## src/rtl/tcnj_ahb_pkg.sv

```systemverilog
// Shared AHB-lite encodings and the per-port state encoding for the SRAM bank arbiter.
// Also holds the transfer legality check and the byte-lane decode.
package tcnj_ahb_pkg;

  localparam logic [1:0] HTRANS_IDLE   = 2'b00;
  localparam logic [1:0] HTRANS_BUSY   = 2'b01;
  localparam logic [1:0] HTRANS_NONSEQ = 2'b10;
  localparam logic [1:0] HTRANS_SEQ    = 2'b11;

  localparam logic [2:0] HSIZE_BYTE = 3'b000;
  localparam logic [2:0] HSIZE_HALF = 3'b001;
  localparam logic [2:0] HSIZE_WORD = 3'b010;

  localparam logic HRESP_OKAY  = 1'b0;
  localparam logic HRESP_ERROR = 1'b1;

  typedef enum logic [2:0] {
    P_IDLE,
    P_WAIT,
    P_RDATA,
    P_ERR1,
    P_ERR2
  } port_state_e;

  // Sizes above a word, or misaligned halfword/word accesses, are rejected.
  function automatic logic xfer_legal(input logic [2:0] size, input logic [1:0] lsb);
    xfer_legal = (size == HSIZE_BYTE) ||
                 ((size == HSIZE_HALF) && !lsb[0]) ||
                 ((size == HSIZE_WORD) && (lsb == 2'b00));
  endfunction

  function automatic logic [3:0] byte_lanes(input logic [2:0] size, input logic [1:0] lsb);
    case (size)
      HSIZE_BYTE: byte_lanes = 4'b0001 << lsb;
      HSIZE_HALF: byte_lanes = lsb[1] ? 4'b1100 : 4'b0011;
      default:    byte_lanes = 4'b1111;
    endcase
  endfunction

endpackage

```

## src/rtl/sram_bank_arbiter_if.sv

```systemverilog
// One AHB-lite slave port of the SRAM bank: address/data phase in, ready/response/read data out.
interface sram_bank_arbiter_if;
  logic        hsel;
  logic        hready_in;
  logic [31:0] haddr;
  logic        hwrite;
  logic [2:0]  hsize;
  logic [1:0]  htrans;
  logic [31:0] hwdata;
  logic        hready_out;
  logic        hresp;
  logic [31:0] hrdata;

  modport master (
    output hsel, hready_in, haddr, hwrite, hsize, htrans, hwdata,
    input  hready_out, hresp, hrdata
  );

  modport slave (
    input  hsel, hready_in, haddr, hwrite, hsize, htrans, hwdata,
    output hready_out, hresp, hrdata
  );
endinterface

```

## src/rtl/sram_arb_port.sv

```systemverilog
// Per-port address-phase capture, legality check and transfer FSM.
// Raises req while waiting for the SRAM and completes the transfer when granted.
module sram_arb_port
  import tcnj_ahb_pkg::*;
#(
  parameter int AW = 14
) (
  input  logic          clk,
  input  logic          reset_n,
  input  logic          hsel,
  input  logic          hready_in,
  input  logic [31:0]   haddr,
  input  logic          hwrite,
  input  logic [2:0]    hsize,
  input  logic [1:0]    htrans,
  input  logic          grant,
  output logic          req,
  output logic          is_write,
  output logic [AW-1:0] addr,
  output logic [2:0]    size,
  output logic          hready_out,
  output logic          hresp,
  output logic          rdata_phase
);

  port_state_e   state_reg, state_next, accept_state;
  logic [AW-1:0] addr_reg;
  logic          write_reg;
  logic [2:0]    size_reg;
  logic          accept;
  logic          legal;
  logic          load;
  logic          unused_haddr;

  assign unused_haddr = ^haddr[31:AW];

  assign accept = hsel & htrans[1] & hready_in & hready_out;
  assign legal  = xfer_legal(hsize, haddr[1:0]);
  // The master cancels anything it presents during the second error cycle.
  assign load   = accept & (state_reg != P_ERR2);
  assign accept_state = !accept ? P_IDLE : (legal ? P_WAIT : P_ERR1);

  always_ff @(posedge clk or negedge reset_n) begin
    if (!reset_n) begin
      state_reg <= P_IDLE;
      addr_reg  <= '0;
      write_reg <= 1'b0;
      size_reg  <= 3'b000;
    end else begin
      state_reg <= state_next;
      if (load) begin
        addr_reg  <= haddr[AW-1:0];
        write_reg <= hwrite;
        size_reg  <= hsize;
      end
    end
  end

  always_comb begin
    hready_out = 1'b1;
    hresp      = HRESP_OKAY;
    case (state_reg)
      P_WAIT:  hready_out = grant & write_reg;
      P_ERR1: begin
        hready_out = 1'b0;
        hresp      = HRESP_ERROR;
      end
      P_ERR2:  hresp = HRESP_ERROR;
      default: ;
    endcase
  end

  always_comb begin
    state_next = state_reg;
    case (state_reg)
      P_IDLE:  state_next = accept_state;
      P_WAIT: begin
        if (grant) state_next = write_reg ? accept_state : P_RDATA;
      end
      P_RDATA: state_next = accept_state;
      P_ERR1:  state_next = P_ERR2;
      P_ERR2:  state_next = P_IDLE;
      default: state_next = P_IDLE;
    endcase
  end

  assign req         = (state_reg == P_WAIT);
  assign rdata_phase = (state_reg == P_RDATA);
  assign is_write    = write_reg;
  assign addr        = addr_reg;
  assign size        = size_reg;

endmodule

```

## src/rtl/sram_bank_arbiter.sv

```systemverilog
// Shares one single-port SRAM bank between the IMEM (port 0) and DMEM (port 1) AHB-lite buses.
// Round-robin grant, byte-lane decode and read-data steering live here.
module sram_bank_arbiter
  import tcnj_ahb_pkg::*;
#(
  parameter int MEM_AW = 12
) (
  input  logic                 clk,
  input  logic                 reset_n,
  sram_bank_arbiter_if.slave   p0,
  sram_bank_arbiter_if.slave   p1,
  output logic                 sram_en,
  output logic                 sram_rwn,
  output logic [MEM_AW-1:0]    sram_addr,
  output logic [3:0]           sram_wben,
  output logic [31:0]          sram_wdata,
  input  logic [31:0]          sram_rdata
);

  localparam int AW = MEM_AW + 2;

  logic [1:0]    hsel, hready_in, hwrite, req, grant, is_write, hready_out, hresp, rdata_phase;
  logic [31:0]   haddr  [2];
  logic [31:0]   hwdata [2];
  logic [2:0]    hsize  [2];
  logic [1:0]    htrans [2];
  logic [2:0]    size   [2];
  logic [AW-1:0] addr   [2];
  logic          rr_last_reg;
  logic          gsel;

  assign hsel      = {p1.hsel, p0.hsel};
  assign hready_in = {p1.hready_in, p0.hready_in};
  assign hwrite    = {p1.hwrite, p0.hwrite};
  assign haddr[0]  = p0.haddr;
  assign haddr[1]  = p1.haddr;
  assign hwdata[0] = p0.hwdata;
  assign hwdata[1] = p1.hwdata;
  assign hsize[0]  = p0.hsize;
  assign hsize[1]  = p1.hsize;
  assign htrans[0] = p0.htrans;
  assign htrans[1] = p1.htrans;

  genvar gi;
  generate
    for (gi = 0; gi < 2; gi++) begin : g_port
      sram_arb_port #(.AW(AW)) u_port (
        .clk         (clk),
        .reset_n     (reset_n),
        .hsel        (hsel[gi]),
        .hready_in   (hready_in[gi]),
        .haddr       (haddr[gi]),
        .hwrite      (hwrite[gi]),
        .hsize       (hsize[gi]),
        .htrans      (htrans[gi]),
        .grant       (grant[gi]),
        .req         (req[gi]),
        .is_write    (is_write[gi]),
        .addr        (addr[gi]),
        .size        (size[gi]),
        .hready_out  (hready_out[gi]),
        .hresp       (hresp[gi]),
        .rdata_phase (rdata_phase[gi])
      );
    end
  endgenerate

  // On a tie the port that was not granted last wins.
  assign grant[0] = req[0] & (~req[1] | rr_last_reg);
  assign grant[1] = req[1] & (~req[0] | ~rr_last_reg);
  assign gsel     = grant[1];

  always_ff @(posedge clk or negedge reset_n) begin
    if (!reset_n) begin
      rr_last_reg <= 1'b1;
    end else if (|grant) begin
      rr_last_reg <= gsel;
    end
  end

  always_comb begin
    sram_en    = 1'b0;
    sram_rwn   = 1'b1;
    sram_addr  = '0;
    sram_wben  = 4'b0000;
    sram_wdata = 32'h0;
    if (|grant) begin
      sram_en   = 1'b1;
      sram_rwn  = ~is_write[gsel];
      sram_addr = addr[gsel][AW-1:2];
      if (is_write[gsel]) begin
        sram_wben  = byte_lanes(size[gsel], addr[gsel][1:0]);
        sram_wdata = hwdata[gsel];
      end
    end
  end

  assign p0.hready_out = hready_out[0];
  assign p1.hready_out = hready_out[1];
  assign p0.hresp      = hresp[0];
  assign p1.hresp      = hresp[1];
  assign p0.hrdata     = rdata_phase[0] ? sram_rdata : 32'h0;
  assign p1.hrdata     = rdata_phase[1] ? sram_rdata : 32'h0;

endmodule
```

## src/flat_wrapper.sv

```systemverilog
// flat-port wrapper written by rule: the top's interface ports become plain ports
module sram_bank_arbiter_flat import tcnj_ahb_pkg::*;
#(
  parameter int MEM_AW = 12
)
  (clk, reset_n, sram_en, sram_rwn, sram_addr, sram_wben, sram_wdata, sram_rdata, p0_hsel, p0_hready_in, p0_haddr, p0_hwrite, p0_hsize, p0_htrans, p0_hwdata, p0_hready_out, p0_hresp, p0_hrdata, p1_hsel, p1_hready_in, p1_haddr, p1_hwrite, p1_hsize, p1_htrans, p1_hwdata, p1_hready_out, p1_hresp, p1_hrdata);
  sram_bank_arbiter_if p0_i ();
  sram_bank_arbiter_if p1_i ();
  input  logic clk;
  input  logic reset_n;
  output logic sram_en;
  output logic sram_rwn;
  output logic [MEM_AW-1:0] sram_addr;
  output logic [3:0] sram_wben;
  output logic [31:0] sram_wdata;
  input  logic [31:0] sram_rdata;
  input wire logic [$bits(p0_i.hsel)-1:0] p0_hsel;
  input wire logic [$bits(p0_i.hready_in)-1:0] p0_hready_in;
  input wire logic [$bits(p0_i.haddr)-1:0] p0_haddr;
  input wire logic [$bits(p0_i.hwrite)-1:0] p0_hwrite;
  input wire logic [$bits(p0_i.hsize)-1:0] p0_hsize;
  input wire logic [$bits(p0_i.htrans)-1:0] p0_htrans;
  input wire logic [$bits(p0_i.hwdata)-1:0] p0_hwdata;
  output wire logic [$bits(p0_i.hready_out)-1:0] p0_hready_out;
  output wire logic [$bits(p0_i.hresp)-1:0] p0_hresp;
  output wire logic [$bits(p0_i.hrdata)-1:0] p0_hrdata;
  input wire logic [$bits(p1_i.hsel)-1:0] p1_hsel;
  input wire logic [$bits(p1_i.hready_in)-1:0] p1_hready_in;
  input wire logic [$bits(p1_i.haddr)-1:0] p1_haddr;
  input wire logic [$bits(p1_i.hwrite)-1:0] p1_hwrite;
  input wire logic [$bits(p1_i.hsize)-1:0] p1_hsize;
  input wire logic [$bits(p1_i.htrans)-1:0] p1_htrans;
  input wire logic [$bits(p1_i.hwdata)-1:0] p1_hwdata;
  output wire logic [$bits(p1_i.hready_out)-1:0] p1_hready_out;
  output wire logic [$bits(p1_i.hresp)-1:0] p1_hresp;
  output wire logic [$bits(p1_i.hrdata)-1:0] p1_hrdata;
  assign p0_i.hsel = p0_hsel;
  assign p0_i.hready_in = p0_hready_in;
  assign p0_i.haddr = p0_haddr;
  assign p0_i.hwrite = p0_hwrite;
  assign p0_i.hsize = p0_hsize;
  assign p0_i.htrans = p0_htrans;
  assign p0_i.hwdata = p0_hwdata;
  assign p0_hready_out = p0_i.hready_out;
  assign p0_hresp = p0_i.hresp;
  assign p0_hrdata = p0_i.hrdata;
  assign p1_i.hsel = p1_hsel;
  assign p1_i.hready_in = p1_hready_in;
  assign p1_i.haddr = p1_haddr;
  assign p1_i.hwrite = p1_hwrite;
  assign p1_i.hsize = p1_hsize;
  assign p1_i.htrans = p1_htrans;
  assign p1_i.hwdata = p1_hwdata;
  assign p1_hready_out = p1_i.hready_out;
  assign p1_hresp = p1_i.hresp;
  assign p1_hrdata = p1_i.hrdata;
  sram_bank_arbiter #(.MEM_AW(MEM_AW)) u_core (.clk(clk), .reset_n(reset_n), .p0(p0_i), .p1(p1_i), .sram_en(sram_en), .sram_rwn(sram_rwn), .sram_addr(sram_addr), .sram_wben(sram_wben), .sram_wdata(sram_wdata), .sram_rdata(sram_rdata));
endmodule
```

## config.mk

```make
export PLATFORM = sky130hd
export DESIGN_NAME = sram_bank_arbiter_flat
export DESIGN_NICKNAME = d
export VERILOG_FILES = /design/src/rtl/tcnj_ahb_pkg.sv /design/src/rtl/sram_bank_arbiter_if.sv /design/src/rtl/sram_arb_port.sv /design/src/rtl/sram_bank_arbiter.sv /design/src/flat_wrapper.sv
export SDC_FILE = /design/constraint.sdc
export NUM_CORES = 1
export LEC_CHECK = 0
export CELL_PAD_IN_SITES_DETAIL_PLACEMENT = 0
export CELL_PAD_IN_SITES_GLOBAL_PLACEMENT = 1
export CORE_MARGIN = 4
export CORE_UTILIZATION = 20
export CTS_BUF_LIST = sky130_fd_sc_hd__clkbuf_16
export DETAILED_ROUTE_END_ITERATION = 10
export GPL_ROUTABILITY_DRIVEN = 1
export PLACE_DENSITY_LB_ADDON = 0.15
export SYNTH_ARGS = -nofsm -noshare
export SYNTH_HDL_FRONTEND = slang
export SYNTH_SLANG_ARGS = --single-unit
```

## constraint.sdc

```tcl
create_clock -name clk -period 2.3 [get_ports clk]
set_input_delay 0.345 -clock clk [delete_from_list [all_inputs] [get_ports clk]]
set_output_delay 0.345 -clock clk [all_outputs]
set_load 0.02 [all_outputs]
```

==> metrics.csv <==
metric,value,unit
failing checks,negative setup slack,
cell area after synthesis,3120,sq um
CP required,1.96,ns
syn avg cell area,8.20,sq um
DR vias,3785,
Largest register FFs,28,
Yosys Warn Count,0,
# fillers,1559,
worst-margin pin slew,0.560,ns
synth top area cells,"dfrtp_1 (34%), and2_1 (13%), nand2_1 (12%)",
chip width,133,um
setup ws final,-0.0740,ns
Die H,133,um
pin count of the biggest net entering global routing,44,
Core ar.,15300,sq um
worst hold slack,0.130,ns
GRT overflow,0,
most common cell in the netlist,nand2_1,
cell taking the most area after synthesis,dfrtp_1,
CTS buffer count,5,
Nets,850,
antenna violations before repair,0,
Critical Path Start Type,register,
DRC Markers,0,
clock buffer depth,2,
total wire length after detailed routing,14000,um
layout cells sized above 1,30.6,%
"Distinct cells, synth",47,
pwr dens,501,nW/um^2
number of synthesized flops with an enable pin,0,
routability cong.,0.783,
Sink Count,43,
final setup skew,0.00874,ns
Static Leak,3.19,nW
Syn-to-layout area delta,116,%
io pins,296,
Fin. Hold Viols,0,
Final Max Tran Viols,0,
GRT Overall Usage,14.5,%
Worst slew margin,62.7,%
hold_buf cts,0,
IO buf count,257,
DP Worst Slack,-0.255,ns
MaxCap Viol Count,0,
via/cell ratio,4.28,
CP arrival,2.03,ns
num rows,45,
commonest cells in the synthesized netlist,"nand2_1 (96), and2_1 (65), dfrtp_1 (42)",
Worst Path Max Fanout,6,
hpwl dp,11000,um
Reg2Reg Setup Slack,0.32,ns
clk root buf,clkbuf_16,
router iterations before antenna repair,4,
Critical Path End Type,output port,
Syn Nets,558,
Yosys reg bits,43,
post-DR wirelength/cell,15.9,um
status,"finished, violations left",
diode count,0,
Tcrit/Tclk final,103,%
Async SR Flop Fraction,100,%
# setup viols final,27,
HP Class,in -> async,
Final ANT Viol Nets,0,
Final min period,2.37,ns
top_reg_cell synth,dfrtp_1,
Yosys top cell area share,33.7,%
clock-pin slew on the worst setup and hold paths,0.07,ns
vias in the first global route,3809,
Achievable Freq,421,MHz
Starting Density,20.4,%
Syn Inst Count,380,
CTS tree,done,
first-pass GRT wire length,20800,um
Clock Latency Late Sink,0.29,ns
Total Die Area,17600,sq um
DR iter-0 viols,78,
fin util,44.2,%
sequential area share after synthesis,34.6,%
H-tree depth,2,
RSZ-0062 raised after global routing,true,
type of the worst setup path,reg -> out,
VDD IR max,0.316,mV
[layer usage]
layer	wire length, um	up-vias	global-route usage, %
met5	0	-	0
met4	146	0	2.19
met3	965	10	4.07
met2	7190	141	26.3
met1	5710	1776	17.3
li1	-	1858	-
[power breakdown]
group | switching [W] | internal [W]
Clock | 0.000300 | 0.000400
Combinational | 0.000761 | 0.000889
Sequential | 0.000100 | 0.000927
[through the flow]
step                setup TNS (ns)  total power, W  cell area, sq um  cells
CTS                         -0.504         0.00324              6260    871
floorplan                  -0.0723         0.00173              3120    380
global placement             -6.47         0.00253              6190    856
global route                 -3.66         0.00358              6740    884
detailed placement           -7.43         0.00255              6190    856
finish                      -0.913         0.00338              6740    884
[placed cells by master (no fill, tap or decap), types with 7 or more instances in the layout]
master / instances
nor2_1: 7
buf_2: 11
dlygate4sd2_1: 66
dfrtp_1: 42
buf_4: 45
nand2_2: 9
clkdlybuf4s50_1: 139
and2_1: 65
nand2_1: 87
mux2_4: 10
a21oi_2: 26
buf_12: 10
nand3_1: 14
a21oi_4: 10
mux2_2: 23
buf_6: 34
[area by class of cell]
cell class	instances	area, sq um	area share, %
clock buffers	5	125	1.86
clock inverters	3	20.0	0.297
inverters	5	18.8	0.278
multi-input cells	304	2190	32.4
flip-flops and latches	43	1080	16.0
well taps	211	264	3.92
repair buffers	313	3050	45.2
[critical path, stage by stage (launching register included)]
cell,delay (ns)
dfrtp_1,0.39
or3b_4,0.42
nor2_4,0.13
buf_6,0.11
a2bb2oi_4,0.06
buf_12,0.14
buf_8,0.13
buf_6,0.12
a21oi_4,0.11
buf_6,0.13
[path summary, 6_finish.rpt]
path,startpoint,endpoint,depth (start not counted)
setup / recovery,u_core.g_port[1].u_port.state_reg[1],sram_wdata[27],9
hold / removal,reset_n,u_core.g_port[1].u_port.addr[8],2
setup reg to reg,u_core.rr_last_reg,u_core.g_port[0].u_port.addr[13],6
hold reg to reg,u_core.g_port[0].u_port.size[2],u_core.g_port[0].u_port.size[2],1
max in group asynchronous,reset_n,u_core.g_port[1].u_port.size[0],2
min in group clk,u_core.g_port[0].u_port.size[2],u_core.g_port[0].u_port.size[2],1
[cells by family (layout without fill, tap and decap cells)]
kind of cell | after synthesis | after routing | share of synthesized area, %
AO/OA/AOI/OAI | 61 | 61 | 11.8
buffers and inverters | 33 | 326 | 4.90
AND/OR/NAND/NOR | 207 | 207 | 34.5
flip-flops | 43 | 43 | 34.6
multiplexers | 36 | 36 | 14.2
[repair_timing]
item | in CTS | in global routing
endpoints found under the hold margin | 0 | 0
gates resized for setup | 290 | 130
pin swaps | 3 | 21
endpoints found under the setup margin | 116 | 51
setup buffers | 7 | 14
No activity file was read; power rests on OpenSTA's default activity.
